**src/rtl/instruction_sequencer_if.sv**
```systemverilog
// Bundle of the debug-controller / datapath signals around the instruction
// sequencer. The master side drives the stall, halt and debug requests; the
// slave side (the sequencer) drives the phase vector and status.
interface instruction_sequencer_if #(
  parameter int NUM_PHASES = 4,
  parameter int STEP_W     = 8
);
  logic                  wait_req;
  logic                  haltx;
  logic                  debug_stop;
  logic                  debug_mode;
  logic                  debug_step_req;
  logic [STEP_W-1:0]     debug_step_count;
  logic [NUM_PHASES-1:0] phase;
  logic                  stopped;
  logic                  halted;
  logic                  pc_enx;
  logic                  retire;
  logic                  debug_step_ack;
  logic                  debug_active;

  modport master (
    output wait_req, haltx, debug_stop, debug_mode, debug_step_req, debug_step_count,
    input  phase, stopped, halted, pc_enx, retire, debug_step_ack, debug_active
  );

  modport slave (
    input  wait_req, haltx, debug_stop, debug_mode, debug_step_req, debug_step_count,
    output phase, stopped, halted, pc_enx, retire, debug_step_ack, debug_active
  );
endinterface

```
**src/rtl/instruction_sequencer.sv**
```systemverilog
// Instruction phase sequencer: walks a one-hot phase vector of NUM_PHASES
// entries (phase 0 = FETCH, last = COMMIT), stretches phases on wait, stops at
// instruction boundaries for debug, runs multi-instruction debug steps and
// parks in a halt state on request from the executing instruction.
module instruction_sequencer #(
  parameter int NUM_PHASES = 4,
  parameter int STEP_W     = 8
) (
  input  logic                   clk,
  input  logic                   rst,
  instruction_sequencer_if.slave bus
);
  typedef enum logic [1:0] {S_IDLE, S_RUN, S_STOPPED, S_HALTED} state_t;

  localparam logic [NUM_PHASES-1:0] FETCH_OH  = NUM_PHASES'(1);
  localparam logic [NUM_PHASES-1:0] PHASE1_OH = NUM_PHASES'(2);
  localparam logic [STEP_W-1:0]     ONE       = STEP_W'(1);

  state_t                state, state_nx;
  // Phase register is all zero outside RUN, so it doubles as the output.
  logic [NUM_PHASES-1:0] phase_q, phase_nx;
  logic [STEP_W-1:0]     count_q, count_nx;
  logic                  active_q, active_nx;
  logic                  mode_q, mode_nx;
  logic                  ack_q, ack_nx;

  logic fetch, commit, step_done, stop_cond, retire;

  assign fetch     = phase_q[0];
  assign commit    = phase_q[NUM_PHASES-1];
  assign step_done = active_q & (count_q == '0);
  // A step in progress overrides a plain debug stop request at the boundary.
  assign stop_cond = (bus.debug_stop & ~active_q) | step_done;
  assign retire    = commit & ~bus.wait_req;

  assign bus.phase          = phase_q;
  assign bus.stopped        = (state == S_STOPPED);
  assign bus.halted         = (state == S_HALTED);
  assign bus.pc_enx         = fetch & ~bus.wait_req & ~stop_cond;
  assign bus.retire         = retire;
  assign bus.debug_step_ack = ack_q;
  assign bus.debug_active   = (state == S_STOPPED) | (active_q & mode_q);

  // State, phase and step bookkeeping registers; reset returns to IDLE at once.
  always_ff @(posedge clk or posedge rst) begin
    if (rst) begin
      state    <= S_IDLE;
      phase_q  <= '0;
      count_q  <= '0;
      active_q <= 1'b0;
      mode_q   <= 1'b0;
      ack_q    <= 1'b0;
    end else begin
      state    <= state_nx;
      phase_q  <= phase_nx;
      count_q  <= count_nx;
      active_q <= active_nx;
      mode_q   <= mode_nx;
      ack_q    <= ack_nx;
    end
  end

  // Next-state logic: phase advance, boundary stop, step load/finish, halt.
  always_comb begin
    logic set_ack;
    state_nx  = state;
    phase_nx  = phase_q;
    count_nx  = count_q;
    active_nx = active_q;
    mode_nx   = mode_q;
    set_ack   = 1'b0;

    if (retire && active_q && (count_q != '0)) begin
      count_nx = count_q - ONE;
    end

    case (state)
      S_IDLE: begin
        state_nx = S_RUN;
        phase_nx = FETCH_OH;
      end
      S_RUN: begin
        if (!bus.wait_req) begin
          if (commit) begin
            if (bus.haltx) begin
              state_nx = S_HALTED;
              phase_nx = '0;
              // Halting abandons any step; the debugger still gets its ack.
              if (active_q) begin
                active_nx = 1'b0;
                set_ack   = 1'b1;
              end
            end else begin
              phase_nx = FETCH_OH;
            end
          end else if (fetch && stop_cond) begin
            // The fetched instruction is held and resumes from phase 1.
            state_nx = S_STOPPED;
            phase_nx = '0;
            if (step_done) begin
              active_nx = 1'b0;
              set_ack   = 1'b1;
            end
          end else begin
            phase_nx = phase_q << 1;
          end
        end
      end
      S_STOPPED: begin
        if (bus.debug_step_req && !ack_q) begin
          count_nx  = (bus.debug_step_count == '0) ? ONE : bus.debug_step_count;
          mode_nx   = bus.debug_mode;
          active_nx = 1'b1;
          state_nx  = S_RUN;
          phase_nx  = PHASE1_OH;
        end else if (!bus.debug_stop) begin
          state_nx = S_RUN;
          phase_nx = PHASE1_OH;
        end
      end
      S_HALTED: begin
        if (!bus.haltx) begin
          state_nx = S_RUN;
          phase_nx = FETCH_OH;
        end
      end
      default: begin
        state_nx = S_IDLE;
        phase_nx = '0;
      end
    endcase

    // Ack is held until the requester drops its level, then clears.
    if (set_ack) begin
      ack_nx = 1'b1;
    end else if (!bus.debug_step_req) begin
      ack_nx = 1'b0;
    end else begin
      ack_nx = ack_q;
    end
  end
endmodule
```
**src/flat_wrapper.sv**
```systemverilog
// flat-port wrapper written by rule: the top's interface ports become plain ports
module instruction_sequencer_flat 
#(
  parameter int NUM_PHASES = 4,
  parameter int STEP_W     = 8
)
  (clk, rst, bus_wait_req, bus_haltx, bus_debug_stop, bus_debug_mode, bus_debug_step_req, bus_debug_step_count, bus_phase, bus_stopped, bus_halted, bus_pc_enx, bus_retire, bus_debug_step_ack, bus_debug_active);
  instruction_sequencer_if #(.NUM_PHASES(NUM_PHASES), .STEP_W(STEP_W)) bus_i ();
  input  logic clk;
  input  logic rst;
  input wire logic [$bits(bus_i.wait_req)-1:0] bus_wait_req;
  input wire logic [$bits(bus_i.haltx)-1:0] bus_haltx;
  input wire logic [$bits(bus_i.debug_stop)-1:0] bus_debug_stop;
  input wire logic [$bits(bus_i.debug_mode)-1:0] bus_debug_mode;
  input wire logic [$bits(bus_i.debug_step_req)-1:0] bus_debug_step_req;
  input wire logic [$bits(bus_i.debug_step_count)-1:0] bus_debug_step_count;
  output wire logic [$bits(bus_i.phase)-1:0] bus_phase;
  output wire logic [$bits(bus_i.stopped)-1:0] bus_stopped;
  output wire logic [$bits(bus_i.halted)-1:0] bus_halted;
  output wire logic [$bits(bus_i.pc_enx)-1:0] bus_pc_enx;
  output wire logic [$bits(bus_i.retire)-1:0] bus_retire;
  output wire logic [$bits(bus_i.debug_step_ack)-1:0] bus_debug_step_ack;
  output wire logic [$bits(bus_i.debug_active)-1:0] bus_debug_active;
  assign bus_i.wait_req = bus_wait_req;
  assign bus_i.haltx = bus_haltx;
  assign bus_i.debug_stop = bus_debug_stop;
  assign bus_i.debug_mode = bus_debug_mode;
  assign bus_i.debug_step_req = bus_debug_step_req;
  assign bus_i.debug_step_count = bus_debug_step_count;
  assign bus_phase = bus_i.phase;
  assign bus_stopped = bus_i.stopped;
  assign bus_halted = bus_i.halted;
  assign bus_pc_enx = bus_i.pc_enx;
  assign bus_retire = bus_i.retire;
  assign bus_debug_step_ack = bus_i.debug_step_ack;
  assign bus_debug_active = bus_i.debug_active;
  instruction_sequencer #(.NUM_PHASES(NUM_PHASES), .STEP_W(STEP_W)) u_core (.clk(clk), .rst(rst), .bus(bus_i));
endmodule
```
**config.mk**
```make
export PLATFORM = sky130hd
export DESIGN_NAME = instruction_sequencer_flat
export DESIGN_NICKNAME = d
export VERILOG_FILES = /design/src/rtl/instruction_sequencer_if.sv /design/src/rtl/instruction_sequencer.sv /design/src/flat_wrapper.sv
export SDC_FILE = /design/constraint.sdc
export NUM_CORES = 1
export LEC_CHECK = 0
export ABC_AREA = 1
export CORE_MARGIN = 10
export CORE_UTILIZATION = 37
export DETAILED_ROUTE_END_ITERATION = 10
export PLACE_DENSITY = 0.6
export SYNTH_ARGS = -nofsm -noshare
export SYNTH_HDL_FRONTEND = slang
export SYNTH_SLANG_ARGS = --single-unit
```
**constraint.sdc**
```tcl
create_clock -name clk -period 1.6 [get_ports clk]
set_clock_uncertainty 0.05 [all_clocks]
set_input_delay 0.24 -clock clk [delete_from_list [all_inputs] [get_ports clk]]
set_output_delay 0.24 -clock clk [all_outputs]
set_load 0.02 [all_outputs]
```
After elaboration in Yosys (flattened, before gate mapping)

Cells that the tools add are included.

Register bits: 17
Bits in latches: 0
Memory bits (writable): 0
Memory bits (read-only): 0
Input bits: 15
Memories kept: 0

$add $sub $neg: 1
Multipliers: 0
Divide/modulo/power cells: 0
Order comparisons: 0
Equal/unequal tests: 11
Shift operators: 0
Mux-type cells: 36
Bitwise operators: 11
Reduce and logical (&&, ||, !) cells: 14

Operators by type and width:

| cell                  | number |
|---|---|
| $mux W8               | 4 |
| $mux W4               | 6 |
| $logic_not A8 Y1      | 2 |
| $mux W1               | 16 |
| $pmux W4 S4           | 1 |
| $mux W2               | 7 |
| $pmux W2 S4           | 1 |
| $reduce_bool A8 Y1    | 1 |
| $sub A8 B1 Y8 const B | 1 |
| $and A1 B1 Y1         | 6 |
| $ne A3 B1 Y1 const B  | 2 |
| $reduce_and A6 Y1     | 1 |
| $reduce_and A5 Y1     | 1 |
| $eq A2 B2 Y1 const B  | 2 |
| $logic_and A1 B1 Y1   | 4 |
| $ne A2 B1 Y1 const B  | 2 |
| $ne A2 B2 Y1 const B  | 2 |
| $ne A3 B2 Y1 const B  | 1 |
| $ne A3 B3 Y1 const B  | 1 |
| $not A1 Y1            | 3 |
| $reduce_and A3 Y1     | 1 |
| $eq A2 B1 Y1 const B  | 1 |
| $logic_not A2 Y1      | 1 |
| $or A1 B1 Y1          | 2 |
| 4 further kinds       | 4 |

Depth between registers and ports, before layout

Word-level depth: 9
Depth in mapped cells: 10
Gate-level depth less buffers: 10

Worst setup path before layout

Ideal clock, no wire load.

Kind: register to register
Start point: reg u_core.state[0]
End point: reg u_core.count_q[0]
Setup time: 0.123 ns
Arrival: 1.487 ns
Data required time: 1.427 ns
Path slack: -0.060 ns
Stages on the path, launching flop included: 9
Path buffers: 1
Cells stage by stage: dfrtp_1 inv_1 ha_1 inv_1 nor2_4 inv_2 buf_6 a311oi_2 nor2_1

Cells in the longest elaborated chain, start to end: 2

Ends and longest elaborated chain:

| what                   | line                        | RTL |
|---|---|---|
| from (decl)            | instruction_sequencer.sv:19 | `state_t state, state_nx;` |
| from (signal assigned) | instruction_sequencer.sv:54 | `state <= state_nx;` |
| $eq A2 B2 Y1           | -                           |  |
| via bus_stopped        | flat_wrapper.sv:18          | `output wire logic [$bits(bus_i.stopped)-1:0] bus_stopped;` |
| $mux W8                | instruction_sequencer.sv:77 | `case (state)` |
| via u_core.count_nx[0] | instruction_sequencer.sv:22 | `logic [STEP_W-1:0] count_q, count_nx;` |
| to (signal assigned)   | instruction_sequencer.sv:56 | `count_q <= count_nx;` |
| to (decl)              | instruction_sequencer.sv:22 |  |

The timed path passes the listed nets, and every way through them passes these cells.
A chain may end at the register's enable or synchronous reset.

Final worst setup path

Start point: reg u_core.count_q[0]
End point: out bus_pc_enx

Cells in the longest elaborated chain, start to end: 5

Ends and longest elaborated chain:

| what             | line                        | RTL |
|---|---|---|
| $logic_not A8 Y1 | instruction_sequencer.sv:31 | `assign step_done = active_q & (count_q == '0);` |
| $and A1 B1 Y1    | instruction_sequencer.sv:31 |  |
| $or A1 B1 Y1     | instruction_sequencer.sv:33 | `assign stop_cond = (bus.debug_stop & ~active_q) \| step_done;` |
| $not A1 Y1       | instruction_sequencer.sv:39 | `assign bus.pc_enx = fetch & ~bus.wait_req & ~stop_cond;` |
| $and A1 B1 Y1    | instruction_sequencer.sv:39 |  |
| to (decl)        | flat_wrapper.sv:20          | `output wire logic [$bits(bus_i.pc_enx)-1:0] bus_pc_enx;` |

Every way passes these cells.

==> out/metrics.csv <==
stage;metric;value;unit
detailed_routing;final WL;3470;um
grt;GRT met1 Usage;11.8;%
cells_and_area;multi-input logic area;779;um2
power_and_ir_drop;pwr dens;1550;nW/um2
grt;first-pass GRT wire length;5870;um
sta;final setup fails;1;
sta;final setup margin;-0.110;ns
sta;Max Slew Vio Count;0;
run_status;outcome;finished with violations;
detailed_routing;drt wl/cell;12.4;um
grt;Total GRT Usage;11.4;%
sta;max_slew headroom;81.0;%
critical_path;Worst R2R Setup Slack;0;ns
critical_path;slowest stage delay, CP;0.41;ns
cells_and_area;ant diodes;0;
power_and_ir_drop;Pleak;0.000994;uW
grt;GRT busiest layer;met2;
clock_network;Clk Tree Root Cell;clkbuf_4;
grt;initial antenna violation count;0;
critical_path;Worst EP arrival;1.42;ns
cells_and_area;Area Growth Syn to Fin;52.2;%
die;num rows;20;
detailed_routing;antenna-violating nets left;0;
critical_path;R2R Path Start;u_core.count_q[0];
critical_path;kind of critical path;flip-flop to primary output;
detailed_routing;residual DRC count;0;
yosys;post-synthesis sequential area ratio;34.6;%
cells_and_area;layout cell share with drive strength beyond 1;33.8;%
yosys;Syn Inst Count;175;
yosys;synth unique cells;26;
sta;Max Fclk;585;MHz
detailed_routing;Vias/cell;4.77;
clock_network;CTS Sinks;17;
critical_path;Register-to-Register Path Depth;10;
run_status;failing checks;negative setup slack;
yosys;syn_nets;194;
die;Die H;77.7;um
placed_design;# port buffers;24;
critical_path;Critical Path RT;1.31;ns
yosys;syn_area_per_cell;7.04;um2
power_and_ir_drop;Max IR drop VDD;0.000838;V
cells_and_area;fillcell total;289;
die;die area;6030;um2
die;core region area;3130;um2
clock_network;Hold Buf Count CTS;0;
detailed_routing;Iteration-0 DRC Markers;80;
cells_and_area;most frequent cells in the layout;nand2_1 (52), buf_4 (35), inv_1 (19);
clock_network;cts bufs inserted;3;
cells_and_area;Final #Nets;257;
die;I/O Pins;25;
critical_path;Worst Path Max Fanout;4;
clock_network;clock-pin slew on the worst setup and hold paths;0.11;ns
min_path;worst min-delay path class;input pin to async pin;
yosys;yosys warns;0;
clock_network;clk_lat worst skew;0.29;ns
sta;post-layout min period;1.71;ns
grt;total grt overflow;0;
critical_path;CP max stage cell;dfrtp_1;
grt;number of global-route vias before repair;1381;
sta;TNS Setup;-0.110;ns
placed_design;pre-CTS setup slack;-0.348;ns
run;max_cap viols;0;
critical_path;nature of the critical path endpoint;primary output;
critical_path;crit path cell chain;inv_2, ha_4, nand2_4, nor2_8, nand2_2, nand3_2, nor2_1, buf_4;
cells_and_area;most common cell after layout, fill and taps aside;nand2_1;
clock_network;H-Tree Depth;1;
sta;Final Hold Fails;0;
die;Die X;77.7;um
critical_path;CP startpoint kind;flip-flop;
grt;maximum number of pins on one net before global-route repair;18;
detailed_routing;vias;1340;
critical_path;delay-heaviest family, CP;flip-flops;
placed_design;Final HPWL DP;2750;um
placed_design;Placer Congestion;0.963;
cells_and_area;fin area;1870;um2
critical_path;worst flop-to-flop path endpoint;u_core.state[0];
placed_design;dpl cells;274;
yosys;Syn Std Cell Area;1230;um2
grt;met2 Use GR;21.7;%
cells_and_area;register area;425;um2
die;Initial Util;39.4;%
sta;period utilization;107;%
clock_network;CTS tree;built;
yosys;Synth Register Bits;17;
sta;worst slew pin tran;0.284;ns
grt;met3 Usage GRT;2.65;%
critical_path;crit path buf inv count;2;
detailed_routing;Initial DRT Pass Iterations;4;
cells_and_area;Layout Cells excl Fill;281;
placed_design;Placement Cell Area;1760;um2
sta;RSZ-0062 raised after global routing;yes;
power_and_ir_drop;total power;2910;uW
clock_network;Max Buffers Root-to-Sink;2;
[sequential cells by signal, indices dropped and copies added (netlist names)]
| signal | cells |
|---|---|
| u_core.bus.phase | 4 |
| u_core.mode_q | 1 |
| u_core.state | 2 |
| u_core.bus.debug_step_ack | 1 |
| u_core.active_q | 1 |
| u_core.count_q | 8 |
[timing repair]
action	CTS	global route
endpoints found under the setup margin	19	15
setup buffers	1	2
endpoints found under the hold margin	0	0
pin swaps	3	6
gates resized for setup	28	19
[power by group]
group / total, uW / switching (uW) / internal, uW
Clock: 242 / 145 / 97.0
Combinational: 1940 / 1040 / 902
Sequential: 726 / 127 / 598
[tightest hold or removal path, delay by kind of cell]
| kind | cells | cell delay (ns) |
|---|---|---|
| buffers and inverters | 3 | 0.69 |
[cell type report]
type | instances | area share [%]
multi-input cells | 132 | 41.6
well taps | 44 | 2.94
flip-flops and latches | 17 | 22.7
clock buffers | 4 | 1.40
inverters | 25 | 5.27
repair buffers | 59 | 26.1
[per-stage QoR]
| step | utilization, % | hold slack, ns |
|---|---|---|
| detailed placement | 56.2 | 0.429 |
| floorplan | - | 0.116 |
| global route | 59.9 | 0.220 |
| global placement | 56.2 | 0.416 |
| CTS | 57.7 | 0.201 |
| finish | 59.9 | 0.197 |
[logic make-up after synthesis]
family,count (synthesis),share of synthesized area [%]
AO/OA/AOI/OAI,22,11.1
adder cells (fa/ha/maj),4,4.07
flip-flops,17,34.6
XOR/XNOR,1,0.712
AND/OR/NAND/NOR,105,41.1
buffers and inverters,26,8.54
[routing by layer]
metal  vias up  wire length (um)
met5         -                 0
met4         0                55
met2        27              1940
met3         6               142
li1        677                 -
met1       630              1340
[worst max path at each step]
stage,startpoint,endpoint,cells after the start
floorplan,u_core.count_q[0],bus_pc_enx,7
global placement,u_core.count_q[0],bus_pc_enx,8
detailed placement,u_core.count_q[0],bus_pc_enx,8
CTS,u_core.count_q[3],bus_pc_enx,7
global route,u_core.count_q[0],bus_pc_enx,8
finish,u_core.count_q[0],bus_pc_enx,8
[synth_stat cells (all sizes together)]
| library cell | count | area [um2] |
|---|---|---|
| ha | 4 | 50.1 |
| a311oi | 1 | 15.0 |
| nand2 | 60 | 248 |
| inv | 25 | 93.8 |
| buf | 1 | 11.3 |
| a21oi | 5 | 28.8 |
| o21ai | 15 | 86.3 |
| nor2 | 24 | 141 |
| nand4 | 3 | 18.8 |
| nand3 | 12 | 60.1 |
| nand3b | 1 | 7.51 |
| o22ai | 1 | 6.26 |
| nor3 | 1 | 5.00 |
| xor2 | 1 | 8.76 |
| dfrtp | 17 | 425 |
| or2 | 4 | 25.0 |
Note: power is estimated with default switching activity, not from simulation.
==> RTL edit 1: new RTL, config.mk and constraints unchanged <==
Put a register stage on the output `bus.debug_active`. The value now appears one clock later.
--- a/src/rtl/instruction_sequencer.sv
+++ b/src/rtl/instruction_sequencer.sv
@@ -39,7 +39,9 @@
   assign bus.pc_enx         = fetch & ~bus.wait_req & ~stop_cond;
   assign bus.retire         = retire;
   assign bus.debug_step_ack = ack_q;
-  assign bus.debug_active   = (state == S_STOPPED) | (active_q & mode_q);
+  always_ff @(posedge clk) begin
+    bus.debug_active <= (state == S_STOPPED) | (active_q & mode_q);
+  end
 
   // State, phase and step bookkeeping registers; reset returns to IDLE at once.
   always_ff @(posedge clk or posedge rst) begin
Formal check against the unedited RTL: not equivalent (a bounded check fails within 4 cycles, from zero or initial values and one cycle with rst high).
==> RTL edit 1 against the original RTL <==
Largest power group unchanged; sequential cell count rose by 1; total power fell by 5.2%; critical endpoint unchanged; critical path type unchanged; die area fell by 1.7%; final area fell by 6.3%; synthesized area fell by 2.3%; setup slack got worse by 0.089 ns; the run still ends with negative setup slack left; first-iteration DRC count rose by 36%; wire length fell by 2.6%.
==> RTL edit 1: results (changes against the original RTL) <==
Cell variety after synth=26 (unchanged); Final TNS setup=-0.202 ns (-0.0926 ns); Post-DP HPWL=2.73 mm (-0.71%); DR iter-0 viols=109 (+36%); root buf cell=clkbuf_4; drt pass-1 iters=4 (unchanged); WP data arrival=1.51 ns (+0.09 ns); peak supply drop=0.000759 V (-9.4%); Post-Place Worst Slack=-0.517 ns (-0.168 ns); Worst-Margin Slew=0.225 ns (-0.0591 ns); CTS max path bufs=2 (unchanged); Largest Register=u_core.count_q; Synth Warn #=0 (unchanged); Worst Reg-to-Reg Cells=11 (+1); routability cong.=0.889 (-7.7%); Critical-path top delay cell=dfrtp_1; ys flop type=dfrtp_1; first-pass GRT wire length=5.79 mm (-1.3%); Commonest cells post-synth=nand2_1, inv_1, nor2_1; run status=finished, violations left; fin nets=248 (-3.5%); hold crit path type=in2async; Worst Path Max Fanout=2 (-2); max incr delay on CP=0.40 ns; most area-consuming cells after synthesis=dfrtp_1, nand2_1, inv_1; vias in the first global route=1258 (-8.9%); GRT Util Overall=0.116 (+0.00150); Net Count, Synth=198 (+2.1%); ys async rst share=0.944 (-0.0556); Setup-failing EPs final=2 (+1); CTS buffer count=3 (unchanged); Worst-Skew Late Latency=0.29 ns (about the same); Leak=0.000898 µW (-9.7%); Largest delay share family, worst path=flip-flops; drt wl/cell=12.4 µm (+0.66%); internal power=1540 µW (-3.8%); Synth top area share=0.354 (+0.00827); Antenna diodes=0 (unchanged); filler instances=311 (+7.6%); Vias/cell=4.54 (-4.7%); initial antenna violation count=0 (unchanged); Largest register FFs=8 (unchanged); largest net degree at the start of global routing=18 (unchanged); H-Tree Depth=1 (unchanged); share of layout cells above drive strength 1=0.276 (-0.0612); final worst slack=-0.199 ns (-0.0890 ns); clk slew on worst S/H paths=0.11 ns (about the same); input/output buffers=24 (unchanged); failing checks=negative setup slack; sequential-to-total area share from yosys stat=0.370 (+0.0249)
RTL edit 1: cell types whose count changed after synthesis, moves of 2 or more:
cell / delta
nand2_1: +11
o21ai_1: -8
nand2_2: -3
nor2_4: -3
or2_2: +3
a21oi_1: +2
inv_2: -2
nand4_1: -2
nor2_1: +2
o21ai_0: +2
or2_1: -2
RTL edit 1: tightest hold or removal path: cells and delay by family:
| family | cells | cell delay (ns) |
|---|---|---|
| buf+inv | 3 | 0.67 |
RTL edit 1: area by class of cell:
class                      count  area [µm²]  area share
multi-input combinational    135         719       0.410
sequential                    18         445       0.254
timing repair buffer          47         410       0.234
inverter                      24        90.1      0.0513
tap                           44        55.1      0.0313
clock buffer                   4        36.3      0.0207
RTL edit 1: worst paths after layout:
kind / from / endpoint / slack (ns)
min in group clk: bus_debug_mode / u_core.mode_q / 0.44
hold / removal: rst / u_core.state[1] / 0.20
setup / recovery: u_core.count_q[0] / bus_pc_enx / -0.20
setup reg to reg: u_core.count_q[0] / u_core.count_q[3] / 0
hold reg to reg: u_core.mode_q / u_core.bus.debug_active / 0.45
max in group asynchronous: rst / u_core.count_q[6] / 1.11
RTL edit 1: timing repair:
action,CTS,global route
setup buffers,0,1
pin swaps,4,0
endpoints found under the hold margin,0,0
gates resized for setup,25,13
setup endpoints to repair,12,16
RTL edit 1: layer usage:
| metal | vias to the layer above | share of wire | track usage |
|---|---|---|---|
| li1 | 657 | - | - |
| met1 | 561 | 0.47 | 0.140 |
| met2 | 16 | 0.49 | 0.204 |
| met3 | 2 | 0.039 | 0.0245 |
| met4 | 0 | 0.0035 | 0.0274 |
| met5 | - | 0 | 0 |
RTL edit 1: per-stage QoR:
stage | instance area [µm²] | std cells | power, µW
after detailed placement | 1660 | 267 | 2340
after global placement | 1660 | 267 | 2300
after global routing | 1760 | 272 | 3020
final | 1760 | 272 | 2760
after floorplan | 1210 | 179 | 1680
after CTS | 1710 | 271 | 2660
RTL edit 1: cell families (layout without fill, tap and decap cells):
| group | Yosys count | in the layout | synth area share |
|---|---|---|---|
| adders and majority gates | 4 | 4 | 0.0416 |
| AOI/OAI and AO/OA | 18 | 18 | 0.0874 |
| DFF | 18 | 18 | 0.370 |
| xor gates and xnor gates | 2 | 2 | 0.0146 |
| and+or+nand+nor | 111 | 111 | 0.398 |
| buffers and inverters | 26 | 75 | 0.0884 |
RTL edit 1: power by group through the flow:
stage,clock network [µW],registers [µW],logic [µW]
floorplan,0,815,865
finish,282,753,1720
global placement,0,746,1550
global route,320,776,1930
detailed placement,0,755,1590
CTS,301,753,1610
==> RTL edit 2: new RTL, config.mk and constraints unchanged <==
Without the edit above. `STEP_W` is set to 8 in 3 places; all go to 12.
--- a/src/rtl/instruction_sequencer_if.sv
+++ b/src/rtl/instruction_sequencer_if.sv
@@ -3,7 +3,7 @@
 // slave side (the sequencer) drives the phase vector and status.
 interface instruction_sequencer_if #(
   parameter int NUM_PHASES = 4,
-  parameter int STEP_W     = 8
+  parameter int STEP_W     = 12
 );
   logic                  wait_req;
   logic                  haltx;
--- a/src/rtl/instruction_sequencer.sv
+++ b/src/rtl/instruction_sequencer.sv
@@ -4,7 +4,7 @@
 // parks in a halt state on request from the executing instruction.
 module instruction_sequencer #(
   parameter int NUM_PHASES = 4,
-  parameter int STEP_W     = 8
+  parameter int STEP_W     = 12
 ) (
   input  logic                   clk,
   input  logic                   rst,
--- a/src/flat_wrapper.sv
+++ b/src/flat_wrapper.sv
@@ -2,7 +2,7 @@
 module instruction_sequencer_flat 
 #(
   parameter int NUM_PHASES = 4,
-  parameter int STEP_W     = 8
+  parameter int STEP_W     = 12
 )
   (clk, rst, bus_wait_req, bus_haltx, bus_debug_stop, bus_debug_mode, bus_debug_step_req, bus_debug_step_count, bus_phase, bus_stopped, bus_halted, bus_pc_enx, bus_retire, bus_debug_step_ack, bus_debug_active);
   instruction_sequencer_if #(.NUM_PHASES(NUM_PHASES), .STEP_W(STEP_W)) bus_i ();
Ports: changed (resized bus_debug_step_count); port bits go from 25 to 29. No check against the original RTL was run, so the function may have changed too.
==> RTL edit 2 against the original RTL <==
The flow still finishes with violations (negative setup slack); synthesized cell count is 31% higher; synthesized area grew 23%; total power increased by 39%; sequential cell count is 4 higher; first-iteration DRC count grew 25%; wire length increased by 40%; via count grew 31%; final area rose by 36%; die area grew 17%; setup slack worse by 0.044 ns; critical path type unchanged; critical endpoint unchanged; largest cell class unchanged.
==> RTL edit 2: results (changes against the original RTL) <==
Met1 Wirelength=1.93 mm (+44%); Detail Route met2 WL=2.61 mm (+35%); most area-consuming cells after synthesis=dfrtp_1, nand2_1, inv_1; via count=1753 (+31%); clk slew on worst S/H paths=0.09 ns (-0.02 ns); Slew HR=0.806 (-0.00335); vias in the first global route=1676 (+21%); CTS buffer count=3 (unchanged); area of placed instances=2140 µm² (+22%); H-Tree Depth=1 (unchanged); routability cong.=0.943 (-2.0%); Critical-path top delay cell=dfrtp_1; Synth top area share=0.347 (+0.00129); run status=finished, violations left; fin cells=357 (+27%); Net Count, Synth=253 (+30%); Mapped Cells=229 (+31%); met3 wire length=193 µm (+36%); Leak=0.00128 µW (+28%); sequential-to-total area share from yosys stat=0.347 (+0.00129); Synth Warn #=0 (unchanged); GRT Util Overall=0.127 (+0.0124); Antenna diodes=0 (unchanged); max incr delay on CP=0.40 ns; filler instances=352 (+22%); input/output buffers=28 (+17%); Final TNS setup=-0.167 ns (-0.0570 ns); root buf cell=clkbuf_8; largest net degree at the start of global routing=22 (+4); initial antenna violation count=0 (unchanged); Worst Path Max Fanout=2 (-2); Cell variety after synth=30 (+15%); failing checks=negative setup slack; Largest Register=u_core.count_q; share of layout cells above drive strength 1=0.423 (+0.0859); Top Metal Used=met4; drt pass-1 iters=4 (unchanged); hold crit path type=in2async; Largest register FFs=12 (+4); DRT Wirelength=4.85 mm (+40%); fin nets=332 (+29%); Largest delay share family, worst path=flip-flops; net switching power=1810 µW (+38%); first-pass GRT wire length=7.60 mm (+30%); placed insts=341 (+24%); Setup-failing EPs final=2 (+1); peak supply drop=0.000933 V (+11%); Commonest cells post-synth=nand2_1, inv_1, nor2_1; final worst slack=-0.153 ns (-0.0439 ns); Worst-Skew Late Latency=0.27 ns (-0.02 ns); DR iter-0 viols=100 (+25%); Post-DP HPWL=3.42 mm (+24%); WP data arrival=1.46 ns (+0.04 ns); ys flop type=dfrtp_1
[RTL edit 2: cell types whose count changed after synthesis, moves of 3 or more]
| cell | delta |
|---|---|
| nand3_1 | +6 |
| or2_2 | +3 |
| nor2_1 | +8 |
| nand2_1 | +37 |
| dfrtp_1 | +4 |
| nor4_1 | +3 |
| nand3_2 | +3 |
| inv_1 | +4 |
| o21ai_1 | -11 |
[RTL edit 2: tightest hold or removal path: cells and delay by family]
kind	cells	cell delay (ns)
buf+inv	3	0.73
[RTL edit 2: power by group through the flow]
stage,clock network [µW],registers [µW],logic [µW]
final,376,935,2730
after global routing,409,961,3000
after CTS,376,915,2120
after detailed placement,0,912,2100
after global placement,0,895,2090
after floorplan,0,992,1070
[RTL edit 2: cell type report]
| class | count | area, µm² | share of cell area |
|---|---|---|---|
| sequential | 21 | 527 | 0.207 |
| clock inverter | 1 | 5.00 | 0.00196 |
| timing repair buffer | 75 | 666 | 0.261 |
| timing repair inverter | 1 | 8.76 | 0.00344 |
| tap | 50 | 62.6 | 0.0246 |
| inverter | 29 | 119 | 0.0467 |
| clock buffer | 3 | 41.3 | 0.0162 |
| multi-input combinational | 177 | 1120 | 0.439 |
[RTL edit 2: final timing paths]
| check | end | start | cells after the start | slack (ns) |
|---|---|---|---|---|
| max in group asynchronous | u_core.state[1] | rst | 3 | 0.99 |
| min in group clk | u_core.mode_q | u_core.mode_q | 2 | 0.45 |
| worst min-delay path | u_core.bus.phase[1] | rst | 3 | 0.25 |
| worst max register to register | u_core.state[0] | u_core.count_q[1] | 12 | -0.01 |
| worst min register to register | u_core.mode_q | u_core.mode_q | 2 | 0.45 |
| worst max-delay path | bus_pc_enx | u_core.count_q[1] | 8 | -0.15 |
[RTL edit 2: what timing repair did]
action                                  in CTS  in global routing
buffers inserted                             1                 12
cloned                                       1                  0
pin swaps                                    7                 27
hold endpoints to repair                     0                  0
gates resized for setup                     25                 80
endpoints found under the setup margin      16                 25
[RTL edit 2: logic make-up after synthesis]
group	after synthesis	synth area share
DFF	21	0.347
xor gates and xnor gates	2	0.0116
and+or+nand+nor	159	0.468
buffers and inverters	31	0.0826
AOI/OAI and AO/OA	11	0.0496
adders and majority gates	5	0.0413
[RTL edit 2: routing by layer]
layer	GRT usage	vias to the layer above
met2	0.229	44
met5	0	-
met3	0.0264	11
met1	0.141	822
met4	0.0472	0
li1	-	876
[RTL edit 2: through the flow]
stage	utilization	setup WS, ns
after floorplan	-	0.0161
after global placement	0.540	-0.291
after detailed placement	0.540	-0.305
after CTS	0.559	-0.142
after global routing	0.641	-0.223
final	0.641	-0.153
